[src/rtl/id_ex_pipe_reg_pkg.sv]
// Shared pipeline definitions: register-zero constant, ALU control codes,
// the control bundle (field order reused by the EX/MEM register) and the
// writeback-match helper used by the operand bypass.
package id_ex_pipe_reg_pkg;

  localparam int REG_W = 5;
  localparam logic [REG_W-1:0] REG_ZERO = 5'd0;

  // ALU control codes carried from decode to execute.
  localparam logic [1:0] ALU_OP_ADD   = 2'b00;
  localparam logic [1:0] ALU_OP_SUB   = 2'b01;
  localparam logic [1:0] ALU_OP_FUNCT = 2'b10;
  localparam logic [1:0] ALU_OP_IMM   = 2'b11;

  // Control bundle, MSB first. Later pipeline registers keep this order.
  typedef struct packed {
    logic reg_wr;
    logic mem_rd;
    logic mem_wr;
    logic mem_to_reg;
    logic alu_src;
    logic reg_dst;
  } ctrl_t;

  localparam ctrl_t CTRL_NOP = '0;

  // True when the writeback stage is writing the register named by sel_reg.
  // Register $0 is hard-wired to zero, so it never matches.
  function automatic logic wb_match(input logic             wb_reg_wr,
                                    input logic [REG_W-1:0] wb_rd,
                                    input logic [REG_W-1:0] sel_reg);
    return wb_reg_wr && (wb_rd != REG_ZERO) && (wb_rd == sel_reg);
  endfunction

endpackage

[src/rtl/id_ex_pipe_reg_operand_bypass.sv]
// Operand bypass: replaces an operand with the writeback data when the
// writeback stage is writing the register the operand was read from.
module operand_bypass #(
  parameter int DATA_W = 32
) (
  input  logic [4:0]        sel_reg,
  input  logic [DATA_W-1:0] in_data,
  input  logic              wb_reg_wr,
  input  logic [4:0]        wb_rd,
  input  logic [DATA_W-1:0] wb_data,
  output logic [DATA_W-1:0] out_data
);
  import id_ex_pipe_reg_pkg::*;

  // Select writeback data on a register match, otherwise pass the operand.
  always_comb begin
    out_data = in_data;
    if (wb_match(wb_reg_wr, wb_rd, sel_reg)) begin
      out_data = wb_data;
    end
  end

endmodule

[src/rtl/id_ex_pipe_reg.sv]
// ID/EX pipeline register. Loads decoded fields each cycle, holds on stall
// (refreshing held operands from writeback), inserts a zeroed bubble on
// flush, and keeps a saturating count of inserted bubbles.
module id_ex_pipe_reg #(
  parameter int DATA_W   = 32,
  parameter int ALU_OP_W = 2,
  parameter int CNT_W    = 16
) (
  input  logic                clk,
  input  logic                reset,
  input  logic                stall,
  input  logic                flush,
  input  logic [4:0]          id_rs,
  input  logic [4:0]          id_rt,
  input  logic [4:0]          id_rd,
  input  logic [DATA_W-1:0]   id_rs_data,
  input  logic [DATA_W-1:0]   id_rt_data,
  input  logic [DATA_W-1:0]   id_imm,
  input  logic [DATA_W-1:0]   id_pc4,
  input  logic                id_reg_wr,
  input  logic                id_mem_rd,
  input  logic                id_mem_wr,
  input  logic                id_mem_to_reg,
  input  logic                id_alu_src,
  input  logic                id_reg_dst,
  input  logic [ALU_OP_W-1:0] id_alu_op,
  input  logic                wb_reg_wr,
  input  logic [4:0]          wb_rd,
  input  logic [DATA_W-1:0]   wb_data,
  output logic [4:0]          ex_rs,
  output logic [4:0]          ex_rt,
  output logic [4:0]          ex_rd,
  output logic [DATA_W-1:0]   ex_rs_data,
  output logic [DATA_W-1:0]   ex_rt_data,
  output logic [DATA_W-1:0]   ex_imm,
  output logic [DATA_W-1:0]   ex_pc4,
  output logic                ex_reg_wr,
  output logic                ex_mem_rd,
  output logic                ex_mem_wr,
  output logic                ex_mem_to_reg,
  output logic                ex_alu_src,
  output logic                ex_reg_dst,
  output logic [ALU_OP_W-1:0] ex_alu_op,
  output logic                ex_valid,
  output logic [CNT_W-1:0]    bubble_cnt
);
  import id_ex_pipe_reg_pkg::*;

  ctrl_t              ctrl_d;
  ctrl_t              ctrl_q;
  logic [4:0]         rs_sel;
  logic [4:0]         rt_sel;
  logic [DATA_W-1:0]  rs_in;
  logic [DATA_W-1:0]  rt_in;
  logic [DATA_W-1:0]  rs_byp;
  logic [DATA_W-1:0]  rt_byp;

  assign ctrl_d = '{reg_wr:     id_reg_wr,
                    mem_rd:     id_mem_rd,
                    mem_wr:     id_mem_wr,
                    mem_to_reg: id_mem_to_reg,
                    alu_src:    id_alu_src,
                    reg_dst:    id_reg_dst};

  // One bypass per operand serves both paths: on a load it checks the
  // incoming register number, on a stall it checks the held one so a
  // multi-cycle hold never leaves a stale operand behind.
  assign rs_sel = stall ? ex_rs      : id_rs;
  assign rt_sel = stall ? ex_rt      : id_rt;
  assign rs_in  = stall ? ex_rs_data : id_rs_data;
  assign rt_in  = stall ? ex_rt_data : id_rt_data;

  operand_bypass #(.DATA_W(DATA_W)) u_rs_bypass (
    .sel_reg   (rs_sel),
    .in_data   (rs_in),
    .wb_reg_wr (wb_reg_wr),
    .wb_rd     (wb_rd),
    .wb_data   (wb_data),
    .out_data  (rs_byp)
  );

  operand_bypass #(.DATA_W(DATA_W)) u_rt_bypass (
    .sel_reg   (rt_sel),
    .in_data   (rt_in),
    .wb_reg_wr (wb_reg_wr),
    .wb_rd     (wb_rd),
    .wb_data   (wb_data),
    .out_data  (rt_byp)
  );

  // Pipeline fields: flush beats stall beats load.
  always_ff @(posedge clk or posedge reset) begin
    if (reset) begin
      ex_rs      <= REG_ZERO;
      ex_rt      <= REG_ZERO;
      ex_rd      <= REG_ZERO;
      ex_rs_data <= '0;
      ex_rt_data <= '0;
      ex_imm     <= '0;
      ex_pc4     <= '0;
      ctrl_q     <= CTRL_NOP;
      ex_alu_op  <= '0;
      ex_valid   <= 1'b0;
    end else if (flush) begin
      ex_rs      <= REG_ZERO;
      ex_rt      <= REG_ZERO;
      ex_rd      <= REG_ZERO;
      ex_rs_data <= '0;
      ex_rt_data <= '0;
      ex_imm     <= '0;
      ex_pc4     <= '0;
      ctrl_q     <= CTRL_NOP;
      ex_alu_op  <= '0;
      ex_valid   <= 1'b0;
    end else if (stall) begin
      ex_rs_data <= rs_byp;
      ex_rt_data <= rt_byp;
    end else begin
      ex_rs      <= id_rs;
      ex_rt      <= id_rt;
      ex_rd      <= id_rd;
      ex_rs_data <= rs_byp;
      ex_rt_data <= rt_byp;
      ex_imm     <= id_imm;
      ex_pc4     <= id_pc4;
      ctrl_q     <= ctrl_d;
      ex_alu_op  <= id_alu_op;
      ex_valid   <= 1'b1;
    end
  end

  // Bubble counter: one per flush edge, sticks at all-ones.
  always_ff @(posedge clk or posedge reset) begin
    if (reset) begin
      bubble_cnt <= '0;
    end else if (flush && (bubble_cnt != {CNT_W{1'b1}})) begin
      bubble_cnt <= bubble_cnt + 1'b1;
    end
  end

  assign ex_reg_wr     = ctrl_q.reg_wr;
  assign ex_mem_rd     = ctrl_q.mem_rd;
  assign ex_mem_wr     = ctrl_q.mem_wr;
  assign ex_mem_to_reg = ctrl_q.mem_to_reg;
  assign ex_alu_src    = ctrl_q.alu_src;
  assign ex_reg_dst    = ctrl_q.reg_dst;

endmodule
[config.mk]
export PLATFORM = sky130hd
export DESIGN_NAME = id_ex_pipe_reg
export DESIGN_NICKNAME = d
export VERILOG_FILES = /design/src/rtl/id_ex_pipe_reg_pkg.sv /design/src/rtl/id_ex_pipe_reg_operand_bypass.sv /design/src/rtl/id_ex_pipe_reg.sv
export SDC_FILE = /design/constraint.sdc
export NUM_CORES = 1
export LEC_CHECK = 0
export ABC_AREA = 0
export CORE_AREA = 2 2 140 142
export CTS_CLUSTER_DIAMETER = 80
export DETAILED_ROUTE_END_ITERATION = 7
export DIE_AREA = 0 0 142 144
export DONT_BUFFER_PORTS = 1
export PLACE_DENSITY = 0.63
export RECOVER_POWER = 100
export SYNTH_ARGS = -nofsm -noshare
export SYNTH_HDL_FRONTEND = slang
export SYNTH_SLANG_ARGS = --single-unit
[constraint.sdc]
create_clock -name clk -period 6.2 [get_ports clk]
set_input_delay 0.31 -clock clk [delete_from_list [all_inputs] [get_ports clk]]
set_output_delay 0.31 -clock clk [all_outputs]
set_load 0.01 [all_outputs]
==> qor.txt, run 1 <==
Root Buffer: clkbuf_16
TritonRoute pass-1 iters: 7
Number of port buffers: 0
Reg power frac: 50.8%
DIE AREA: 20450 sq um
Worst clock skew: 9.042 ps
Number of synthesized flops with an enable pin: 0
Tmin final: 3926 ps
Most frequent cell after synthesis: dfrtp_1
WP data required: 6390 ps
Routed wire per std cell: 22.52 um
Finish-stage setup viols: 0
Max transition margin: -51.93%
CP top delay family: simple AND/OR/NAND/NOR gates
H-tree depth: 4
Critical Path Sink Type: flop
CTS tree: yes
Clock slew at reported path FFs: 70 ps
Worst path depth: 6
Ranking of synthesized cells by area: dfrtp_1 (55%), mux2i_1 (20%), a211oi_2 (4.9%), nor2_1 (4.3%), nor3_1 (4.2%)
Worst-path cell chain: mux2i_1 > xor2_1 > nand4_1 > clkbuf_1 > or2_0 > a211oi_1
Fin. max-slew vios: 179
Initial antenna violation count: 0
R2R depth: 6
Status: complete, but fails checks
Slowest cell on crit path: or2_0
Hold path cells: 2
Final #Nets: 822
Yosys warns: 0
R2R Setup Slk: 2270 ps
Clock network power share: 40.3%
# rows: 51
Synth area leader: dfrtp_1
Worst VDD drop: 170.8 uV
Top-area cell type share of the netlist area: 54.56%
Clk_lat worst skew: 420 ps
CP bufs+invs: 1
Core area: 19080 sq um
Switching share of power: 28.96%
RSZ-0062 raised after global routing: no
Critical path class: reg -> reg
First-pass GRT wire length: 29500 um
Top cells by count, synth: dfrtp_1 (168), mux2i_1 (151), nor2_1 (89)
Starting Density: 40.38%
Die width: 142 um
Congestion Overflow GR: 0
DPL Wire Length: 13760 um
Drt via density: 5.784
Worst Hold Class: in -> reg
Die Ht: 144 um
Final Cycle Share: 63.33%
Max cap viols: 4
Sw Pwr: 0.7471 mW
Leak pwr: 3.876 nW
Final TNS setup: 0 ps
Num ports: 361
Iter 0 DRT Violations: 224
GR Util All Layers: 18.76%
R2R Path Start: ex_rs[1]$_DFF_PP0_
Failing checks: capacitance limit, slew limit
Synthesized cell area: 7705 sq um
Slew @ Worst Pin: 2279 ps
Seq/Total Area, Yosys: 54.56%
Largest net degree at the start of global routing: 153
Worst-path maximum fanout: 33
Routability congestion estimate from global placement: 0.8394
Max Buffers Root-to-Sink: 2
Yosys reg bits: 168
Top_reg_cell synth: dfrtp_1
End of the worst register-to-register path: ex_rs_data[25]$_DFFE_PP0P_
Final hold violations: 0
Post-route cell area: 8304 sq um
Crit path largest cell delay: 1490 ps
Post-synth cell types: 30
Logic pwr share: 8.9%
Syn-to-layout area delta: 7.778%
Syn nets: 850
Sink Count: 168
Number of buffers created by CTS: 17
Share of layout cells above drive strength 1: 7.332%
Antenna-violating nets left: 0
Fmax: 254.7 MHz
Critical path data arrival time: 4110 ps
Internal power: 1.833 mW
Vias in the first global route: 5263
Placed cell areas: 7792 sq um
PwrDens: 310.7 nW/um^2
Diode count: 0
Final hold slack: 43.34 ps
Routed vias: 5084
Worst Hold Launch: id_imm[14]
CP Launch Type: flop
Synth async-reset ratio: 100.0%
Syn avg cell area: 11.75 sq um
Hold worst-path end: ex_imm[14]$_DFFE_PP0P_
Synth Instances: 656
DRC violations left: 0
Total wire length: 19790 um
[power by group through the flow]
stage | clock, mW | combinational, mW | sequential (mW)
after floorplan | 0 | 0.222 | 1.29
after global placement | 0 | 0.209 | 1.33
after detailed placement | 0 | 0.223 | 1.33
after CTS | 1.06 | 0.240 | 1.31
after global routing | 1.12 | 0.257 | 1.32
final | 1.04 | 0.229 | 1.31
[through the flow]
step / setup slack [ps] / total power [mW] / util (%) / std cells
final: 2274 / 2.580 / 43.52 / 879
after global routing: 1874 / 2.701 / 43.52 / 879
after floorplan: 1343 / 1.516 / - / 656
after CTS: 3550 / 2.612 / 44.13 / 879
after detailed placement: 3383 / 1.552 / 40.84 / 845
after global placement: 3521 / 1.539 / 40.84 / 845
[metal layers]
| layer | GRT usage, % | part of all wire, % | up-vias |
|---|---|---|---|
| met5 | 0 | 0 | - |
| met1 | 20.97 | 37 | 2505 |
| met2 | 31.76 | 50 | 273 |
| met4 | 7.316 | 2.5 | 0 |
| met3 | 8.113 | 10 | 30 |
| li1 | - | - | 2276 |
[how the worst max path moves through the flow]
stage / start / end / slack [ps]
after global placement: wb_rd[0] / ex_rs_data[15]$_DFFE_PP0P_ / 3520
after CTS: ex_rs[2]$_DFF_PP0_ / ex_rs_data[25]$_DFFE_PP0P_ / 3550
after floorplan: reset / bubble_cnt[0]$_DFFE_PP0P_ / 1340
final: ex_rs[1]$_DFF_PP0_ / ex_rs_data[25]$_DFFE_PP0P_ / 2270
after global routing: ex_rs[1]$_DFF_PP0_ / ex_rs_data[5]$_DFFE_PP0P_ / 1870
after detailed placement: wb_rd[0] / ex_rs_data[5]$_DFFE_PP0P_ / 3380
[layout make-up]
class,count,area (sq um)
inverter,2,12.51
sequential,168,4204
timing repair buffer,7,68.82
tap,238,297.8
multi-input combinational,432,3131
fill,1749,10780
clock buffer,18,439.2
clock inverter,14,151.4
[cell usage in the layout, fill, tap and decap left out, drive strengths merged, types with 3 or more instances in the layout]
master	count
xor2	12
clkbuf	20
nor3	64
buf	4
dfrtp	168
a21oi	4
clkinv	5
a211oi	64
inv	10
nor2	89
nand4	4
nand2	9
xnor2	10
and3	3
nand3	6
mux2i	151
[cells by family (layout without fill, tap and decap cells)]
group	count (synthesis)	in the layout	synth area share [%]
xor+xnor	22	22	2.501
simple gates	184	184	10.72
buf+inv	56	41	3.378
fa+ha+maj	1	1	0.1624
flops	168	168	54.56
compound gates	73	73	8.915
mux	152	152	19.76
[timing repair]
action,CTS,global route
buffers inserted,0,0
endpoints found under the hold margin,242,0
endpoints found under the setup margin,0,0
gates resized for setup,0,0
hold buffers,2,0
Power figures use the tool's default switching activity.
==> inputs of run 2 (changes only) <==
Settings changed: ABC_AREA 0 to 1, CORE_AREA 2 2 140 142 to 2 2 141 143, DIE_AREA 0 0 142 144 to 0 0 143 145, PLACE_DENSITY 0.63 to 0.66.
Clock period 6.2 ns to 3.25 ns, I/O delays scaled along.
==> qor.txt, run 2 <==
First-pass GRT wire length: 43130 um (was 29500 um)
Antenna-violating nets left: 0 (unchanged)
Finish-stage setup viols: 0 (unchanged)
Final hold slack: 17.25 ps (was 43.34 ps)
Worst-path maximum fanout: 32 (was 33)
Ranking of synthesized cells by area: dfrtp_1 (52%), nand2_1 (27%), nand3_1 (8.3%), nand4_1 (2.6%), buf_2 (1.6%) (was dfrtp_1 (55%), mux2i_1 (20%), a211oi_2 (4.9%), nor2_1 (4.3%), nor3_1 (4.2%))
Crit path largest cell delay: 780 ps (was 1490 ps)
Final TNS setup: 0 ps (unchanged)
Synth async-reset ratio: 100.0% (unchanged)
Leak pwr: 5.683 nW (was 3.876 nW)
Clk_lat worst skew: 420 ps (about the same)
DPL Wire Length: 17020 um (was 13760 um)
RSZ-0062 raised after global routing: no (unchanged)
Number of buffers created by CTS: 17 (unchanged)
H-tree depth: 4 (unchanged)
Num ports: 361 (unchanged)
Worst-path cell chain: dlygate4sd3_1 > nand2_1 > nand2_1 > nand2_1 > nand2_1 > nand3_1 > nor2_2 > clkbuf_2 > nand3_1 > nand2_1 > dlygate4sd3_1 > nand2_1 > nand2_1 (was mux2i_1 > xor2_1 > nand4_1 > clkbuf_1 > or2_0 > a211oi_1)
Placed cell areas: 8198 sq um (was 7792 sq um)
TritonRoute pass-1 iters: 6 (was 7)
Total wire length: 27960 um (was 19790 um)
Die width: 143 um (was 142 um)
Yosys warns: 0 (unchanged)
Syn-to-layout area delta: 34.96% (was 7.778%)
Status: complete, but fails checks (unchanged)
Largest net degree at the start of global routing: 79 (was 153)
Root Buffer: clkbuf_16 (unchanged)
Share of layout cells above drive strength 1: 4.804% (was 7.332%)
Seq/Total Area, Yosys: 52.44% (was 54.56%)
PwrDens: 480.1 nW/um^2 (was 310.7 nW/um^2)
Synth area leader: dfrtp_1 (unchanged)
Worst Hold Class: in -> reg (unchanged)
Number of synthesized flops with an enable pin: 0 (unchanged)
Post-synth cell types: 24 (was 30)
Initial antenna violation count: 1 (was 0)
Worst clock skew: 12.88 ps (was 9.042 ps)
Critical path data arrival time: 3120 ps (was 4110 ps)
# rows: 51 (unchanged)
Tmin final: 2762 ps
Fmax: 362.1 MHz
Max cap viols: 2 (was 4)
Post-CTS Resized: 0 (unchanged)
Number of port buffers: 0 (unchanged)
Most common cell after layout, fill and taps aside: nand2_1 (was dfrtp_1)
Critical path class: in -> reg (was reg -> reg)
DIE AREA: 20740 sq um (was 20450 sq um)
Slew @ Worst Pin: 1568 ps (was 2279 ps)
WP data required: 3610 ps (was 6390 ps)
Failing checks: capacitance limit, slew limit (unchanged)
Sink Count: 168 (unchanged)
Slowest cell on crit path: dlygate4sd3_1 (was or2_0)
Routed wire per std cell: 18.45 um (was 22.52 um)
Syn nets: 1253 (was 850)
Top-area cell type share of the netlist area: 52.44% (was 54.56%)
Syn avg cell area: 7.570 sq um (was 11.75 sq um)
Routability congestion estimate from global placement: 0.8764 (was 0.8394)
Post-route cell area: 10820 sq um (was 8304 sq um)
Synthesized cell area: 8016 sq um (was 7705 sq um)
Most frequent cell after synthesis: nand2_1 (was dfrtp_1)
Synth Instances: 1059 (was 656)
Core area: 19210 sq um (was 19080 sq um)
Top_reg_cell synth: dfrtp_1 (unchanged)
Top cell by count, worst path: nand2_1
Commonest non-fill, non-tap cells in the layout: nand2_1 (577), dlygate4sd3_1 (207), dfrtp_1 (168) (was dfrtp_1 (168), mux2i_1 (151), nor2_1 (89))
Clock slew at reported path FFs: 70 ps (about the same)
Total power: 5.194 mW (was 2.580 mW)
DRC violations left: 0 (unchanged)
Fin. max-slew vios: 112 (was 179)
Iter 0 DRT Violations: 543 (was 224)
Worst VDD drop: 351.0 uV (was 170.8 uV)
Critical Path Sink Type: flop (unchanged)
Max transition margin: -4.541% (was -51.93%)
Final Cycle Share: 84.99%
Final #Nets: 1430 (was 822)
Drt via density: 5.249 (was 5.784)
GR Util All Layers: 26.60% (was 18.76%)
Routed vias: 7952 (was 5084)
Top cells by count, synth: nand2_1 (577), dfrtp_1 (168), nand3_1 (133) (was dfrtp_1 (168), mux2i_1 (151), nor2_1 (89))
CP Launch Type: input pin (was flop)
Vias in the first global route: 8049 (was 5263)
CTS tree: yes (unchanged)
Final hold violations: 0 (unchanged)
Starting Density: 41.74% (was 40.38%)
Yosys reg bits: 168 (unchanged)
Congestion Overflow GR: 0 (unchanged)
Die Ht: 145 um (was 144 um)
Max Buffers Root-to-Sink: 2 (unchanged)
[run 2: changes by cell type after synthesis, moves of 21 or more]
| cell | before | now |
|---|---|---|
| nand2_1 | 9 | 577 |
| a211oi_2 | 30 | 0 |
| nand4_1 | 4 | 33 |
| nor3_1 | 64 | 1 |
| mux2i_1 | 151 | 0 |
| nand3_1 | 6 | 133 |
| a211oi_1 | 34 | 0 |
| inv_1 | 2 | 23 |
| nor2_1 | 89 | 24 |
[run 2: kinds of logic (layout without fill, tap and decap cells)]
kind of cell | after synthesis | in the layout | share of synthesized area (%)
other | 0 | 1 | 0
xor gates and xnor gates | 14 | 14 | 1.530
DFF | 168 | 168 | 52.44
buffers and inverters | 90 | 280 | 5.026
and+or+nand+nor | 776 | 776 | 39.94
AOI/OAI and AO/OA | 10 | 10 | 0.9051
adders and majority gates | 1 | 1 | 0.1561
[run 2: repair_timing]
item | CTS | global route
hold endpoints to repair | 181 | 0
hold buffers | 207 | 0
buffers inserted | 0 | 0
[run 2: per-stage QoR]
| stage | util, % | setup slack [ps] | instances |
|---|---|---|---|
| floorplan | - | 946.8 | 1059 |
| global placement | 42.68 | 831.7 | 1275 |
| detailed placement | 42.68 | 728.3 | 1275 |
| CTS | 56.54 | 836.4 | 1514 |
| global route | 56.33 | 279.5 | 1515 |
| finish | 56.33 | 488.0 | 1515 |
[run 2: worst paths after layout]
check | startpoint | end | slack, ps | depth (start not counted)
hold reg to reg | ex_pc4[18]$_DFFE_PP0P_ | ex_pc4[18]$_DFFE_PP0P_ | 550 | 2
max in group asynchronous | reset | ex_rd[3]$_DFFE_PP0P_ | 890 | 3
setup / recovery | stall | ex_rt_data[5]$_DFFE_PP0P_ | 490 | 13
min in group asynchronous | reset | bubble_cnt[5]$_DFFE_PP0P_ | 590 | 2
setup reg to reg | ex_rs[2]$_DFF_PP0_ | ex_rs_data[28]$_DFFE_PP0P_ | 590 | 12
hold / removal | wb_data[16] | ex_rs_data[16]$_DFFE_PP0P_ | 20 | 4
[run 2: routing by layer]
metal	GRT usage (%)	up-vias	wire, um
met2	45.55	494	13910
li1	-	3689	-
met3	7.624	84	2874
met4	11.78	0	1050
met5	0	-	0
met1	30.64	3685	10120
[run 2: final cells by class]
cell class	count	area [sq um]
Tap cell	265	331.6
Multi-Input combinational cell	801	3405
Antenna cell	1	2.502
Clock inverter	15	163.9
Inverter	25	95.09
Clock buffer	17	425.4
Sequential cell	168	4204
Timing Repair Buffer	223	2192
Fill cell	1655	8388
[run 2: critical path, delay by kind of cell]
family                 cells  cell delay (ps)
and+or+nand+nor           10             1010
buffers and inverters      3             1920
[run 2: power by group]
| group | total (mW) | internal [mW] | switching, mW |
|---|---|---|---|
| combinational | 0.738 | 0.331 | 0.407 |
| sequential | 2.46 | 2.24 | 0.225 |
| clock | 1.99 | 1.03 | 0.964 |
| total | 5.19 | 3.60 | 1.60 |
==> inputs of run 3 (changes only) <==
Settings changed: PLACE_DENSITY 0.66 to 0.64.
Clock period 3.25 ns to 2.55 ns, I/O delays scaled along.
==> qor.txt, run 3 (synthesized netlist as in run 2, its figures left out) <==
Status: complete, but fails checks (unchanged)
Failing checks: capacitance limit, slew limit (unchanged)
Finish-stage setup viols: 0 (unchanged)
RSZ-0062 raised after global routing: no (unchanged)
Congestion Overflow GR: 0 (unchanged)
Worst-path cell chain: inv_1 > nand2_1 > nand2_1 > nand2_1 > nand2_1 > nor2_4 > clkbuf_4 > nand3_1 > nand2_1 > dlygate4sd3_1 > nand2_1 > nand2_1 (was dlygate4sd3_1 > nand2_1 > nand2_1 > nand2_1 > nand2_1 > nand3_1 > nor2_2 > clkbuf_2 > nand3_1 > nand2_1 > dlygate4sd3_1 > nand2_1 > nand2_1)
Antenna-violating nets left: 0 (unchanged)
Sink Count: 168 (unchanged)
Vias in the first global route: 8161 (was 8049)
Final Cycle Share: 93.73%
Routability congestion estimate from global placement: 0.9015 (was 0.8764)
DIE AREA: 20740 sq um (unchanged)
Max Used Layer: met4 (unchanged)
Slew @ Worst Pin: 1577 ps (was 1568 ps)
Root Buffer: clkbuf_16 (unchanged)
CP Launch Type: flop (was input pin)
Share of layout cells above drive strength 1: 4.928% (was 4.804%)
GR Util All Layers: 26.80% (was 26.60%)
Initial antenna violation count: 0 (was 1)
Post-placement setup slack: 406.1 ps (was 728.3 ps)
Total wire length: 28240 um (was 27960 um)
Most common cell after layout, fill and taps aside: nand2_1 (unchanged)
Logic pwr share: 14.1% (was 14.2%)
DPL Wire Length: 17410 um (was 17020 um)
Critical path class: reg -> reg (was in -> reg)
# fillers: 1632 (was 1655)
Top cell by count, worst path: nand2_1 (unchanged)
Clk_lat worst skew: 420 ps (about the same)
Final #Nets: 1440 (was 1430)
Util after Layout: 56.82% (was 56.33%)
Crit path largest cell delay: 550 ps (was 780 ps)
Core area: 19210 sq um (unchanged)
Max cap viols: 2 (unchanged)
Die width: 143 um (unchanged)
Critical path data arrival time: 2740 ps (was 3120 ps)
M1 WL: 10360 um (was 10120 um)
CP bufs+invs: 3 (unchanged)
Sw Pwr: 1.974 mW (was 1.596 mW)
Final TNS setup: 0 ps (unchanged)
Num ports: 361 (unchanged)
H-tree depth: 4 (unchanged)
Number of port buffers: 0 (unchanged)
Max transition margin: -5.144% (was -4.541%)
Tmin final: 2390 ps
Fmax: 418.4 MHz
Clock network power share: 39.9% (was 38.4%)
Number of buffers created by CTS: 17 (unchanged)
Worst clock skew: 11.82 ps (was 12.88 ps)
# rows: 51 (unchanged)
PwrDens: 624.8 nW/um^2 (was 480.1 nW/um^2)
Clock slew at reported path FFs: 70 ps (about the same)
Drt via density: 5.291 (was 5.249)
Largest net degree at the start of global routing: 78 (was 79)
Fin. max-slew vios: 78 (was 112)
Worst-path maximum fanout: 32 (unchanged)
Internal power: 4.844 mW (was 3.597 mW)
Worst Hold Class: in -> reg (unchanged)
First-pass GRT wire length: 43520 um (was 43130 um)
Starting Density: 41.74% (unchanged)
Reg power frac: 46.0% (was 47.4%)
WP data required: 2900 ps (was 3610 ps)
Footprint of the multi-input gates: 3408 sq um (was 3405 sq um)
Final hold violations: 0 (unchanged)
Leak pwr: 5.751 nW (was 5.683 nW)
Routed wire per std cell: 18.53 um (was 18.45 um)
Setup Fix Bufs, Post-CTS: 0 (unchanged)
Reg area: 4204 sq um (unchanged)
Worst Slack Setup Final: 159.9 ps (was 488.0 ps)
Worst VDD drop: 439.7 uV (was 351.0 uV)
Slowest cell on crit path: dlygate4sd3_1 (unchanged)
Routed vias: 8063 (was 7952)
Total power: 6.818 mW (was 5.194 mW)
Max Buffers Root-to-Sink: 2 (unchanged)
Placed cell areas: 8283 sq um (was 8198 sq um)
Routed wire length on met3: 2842 um (was 2874 um)
CTS tree: yes (unchanged)
CP top delay family: buffers and inverters (unchanged)
Post-route cell area: 10910 sq um (was 10820 sq um)
Commonest non-fill, non-tap cells in the layout: nand2_1 (577), dlygate4sd3_1 (208), dfrtp_1 (168) (was nand2_1 (577), dlygate4sd3_1 (207), dfrtp_1 (168))
Iter 0 DRT Violations: 486 (was 543)
DRC violations left: 0 (unchanged)
Critical Path Sink Type: flop (unchanged)
Syn-to-layout area delta: 36.13% (was 34.96%)
Met2 Routed Length: 14090 um (was 13910 um)
Switching share of power: 28.96% (was 30.74%)
Die Ht: 145 um (unchanged)
TritonRoute pass-1 iters: 6 (unchanged)
-- run 3: worst reg2reg max path, cell delays in order (launching register included) --
cell,delay [ps]
dfrtp_1,480
inv_1,60
nand2_1,80
nand2_1,80
nand2_1,60
nand2_1,70
nor2_4,100
clkbuf_4,440
nand3_1,210
nand2_1,90
dlygate4sd3_1,550
nand2_1,50
nand2_1,70
-- run 3: power by group through the flow --
stage                     combinational [mW]  clock, mW  sequential (mW)
after floorplan                        0.521          0             3.12
final                                  0.960       2.72             3.14
after detailed placement               0.674          0             3.18
after CTS                              0.953       2.79             3.14
after global routing                    1.06       2.89             3.16
after global placement                 0.662          0             3.19
-- run 3: area by class of cell --
type | instances | area share (%)
antenna | 1 | 0.02293
multi-input combinational | 801 | 31.23
clock buffer | 17 | 3.898
clock inverter | 14 | 1.685
inverter | 25 | 0.8714
timing repair buffer | 233 | 20.73
sequential | 168 | 38.52
tap | 265 | 3.038
-- run 3: what timing repair did --
item,4_1_cts,5_1_grt
setup endpoints to repair,0,41
resized for setup,0,2
hold buffers,209,0
hold endpoints to repair,183,0
-- run 3: path summary, 6_finish.rpt --
path / endpoint / depth (start not counted) / slack (ps) / startpoint
setup / recovery: ex_rt_data[19]$_DFFE_PP0P_ / 12 / 160 / ex_rt[1]$_DFF_PP0_
hold / removal: bubble_cnt[12]$_DFFE_PP0P_ / 3 / 40 / flush
setup reg to reg: ex_rt_data[19]$_DFFE_PP0P_ / 12 / 160 / ex_rt[1]$_DFF_PP0_
hold reg to reg: ex_pc4[24]$_DFFE_PP0P_ / 2 / 540 / ex_pc4[24]$_DFFE_PP0P_
max in group asynchronous: ex_rt_data[1]$_DFFE_PP0P_ / 3 / 480 / reset
min in group asynchronous: ex_rd[1]$_DFFE_PP0P_ / 2 / 510 / reset
-- run 3: through the flow --
stage,std cells,hold WS [ps]
2_1_floorplan,1059,275.3
3_3_place_gp,1283,193.5
3_5_place_dp,1283,193.5
4_1_cts,1523,33.80
5_1_grt,1523,72.83
6_report,1524,40.50
-- run 3: routing by layer --
layer	up-vias	global-route usage, %
li1	3705	-
met1	3802	30.50
met2	478	45.93
met3	78	8.449
met4	0	11.53
met5	-	0
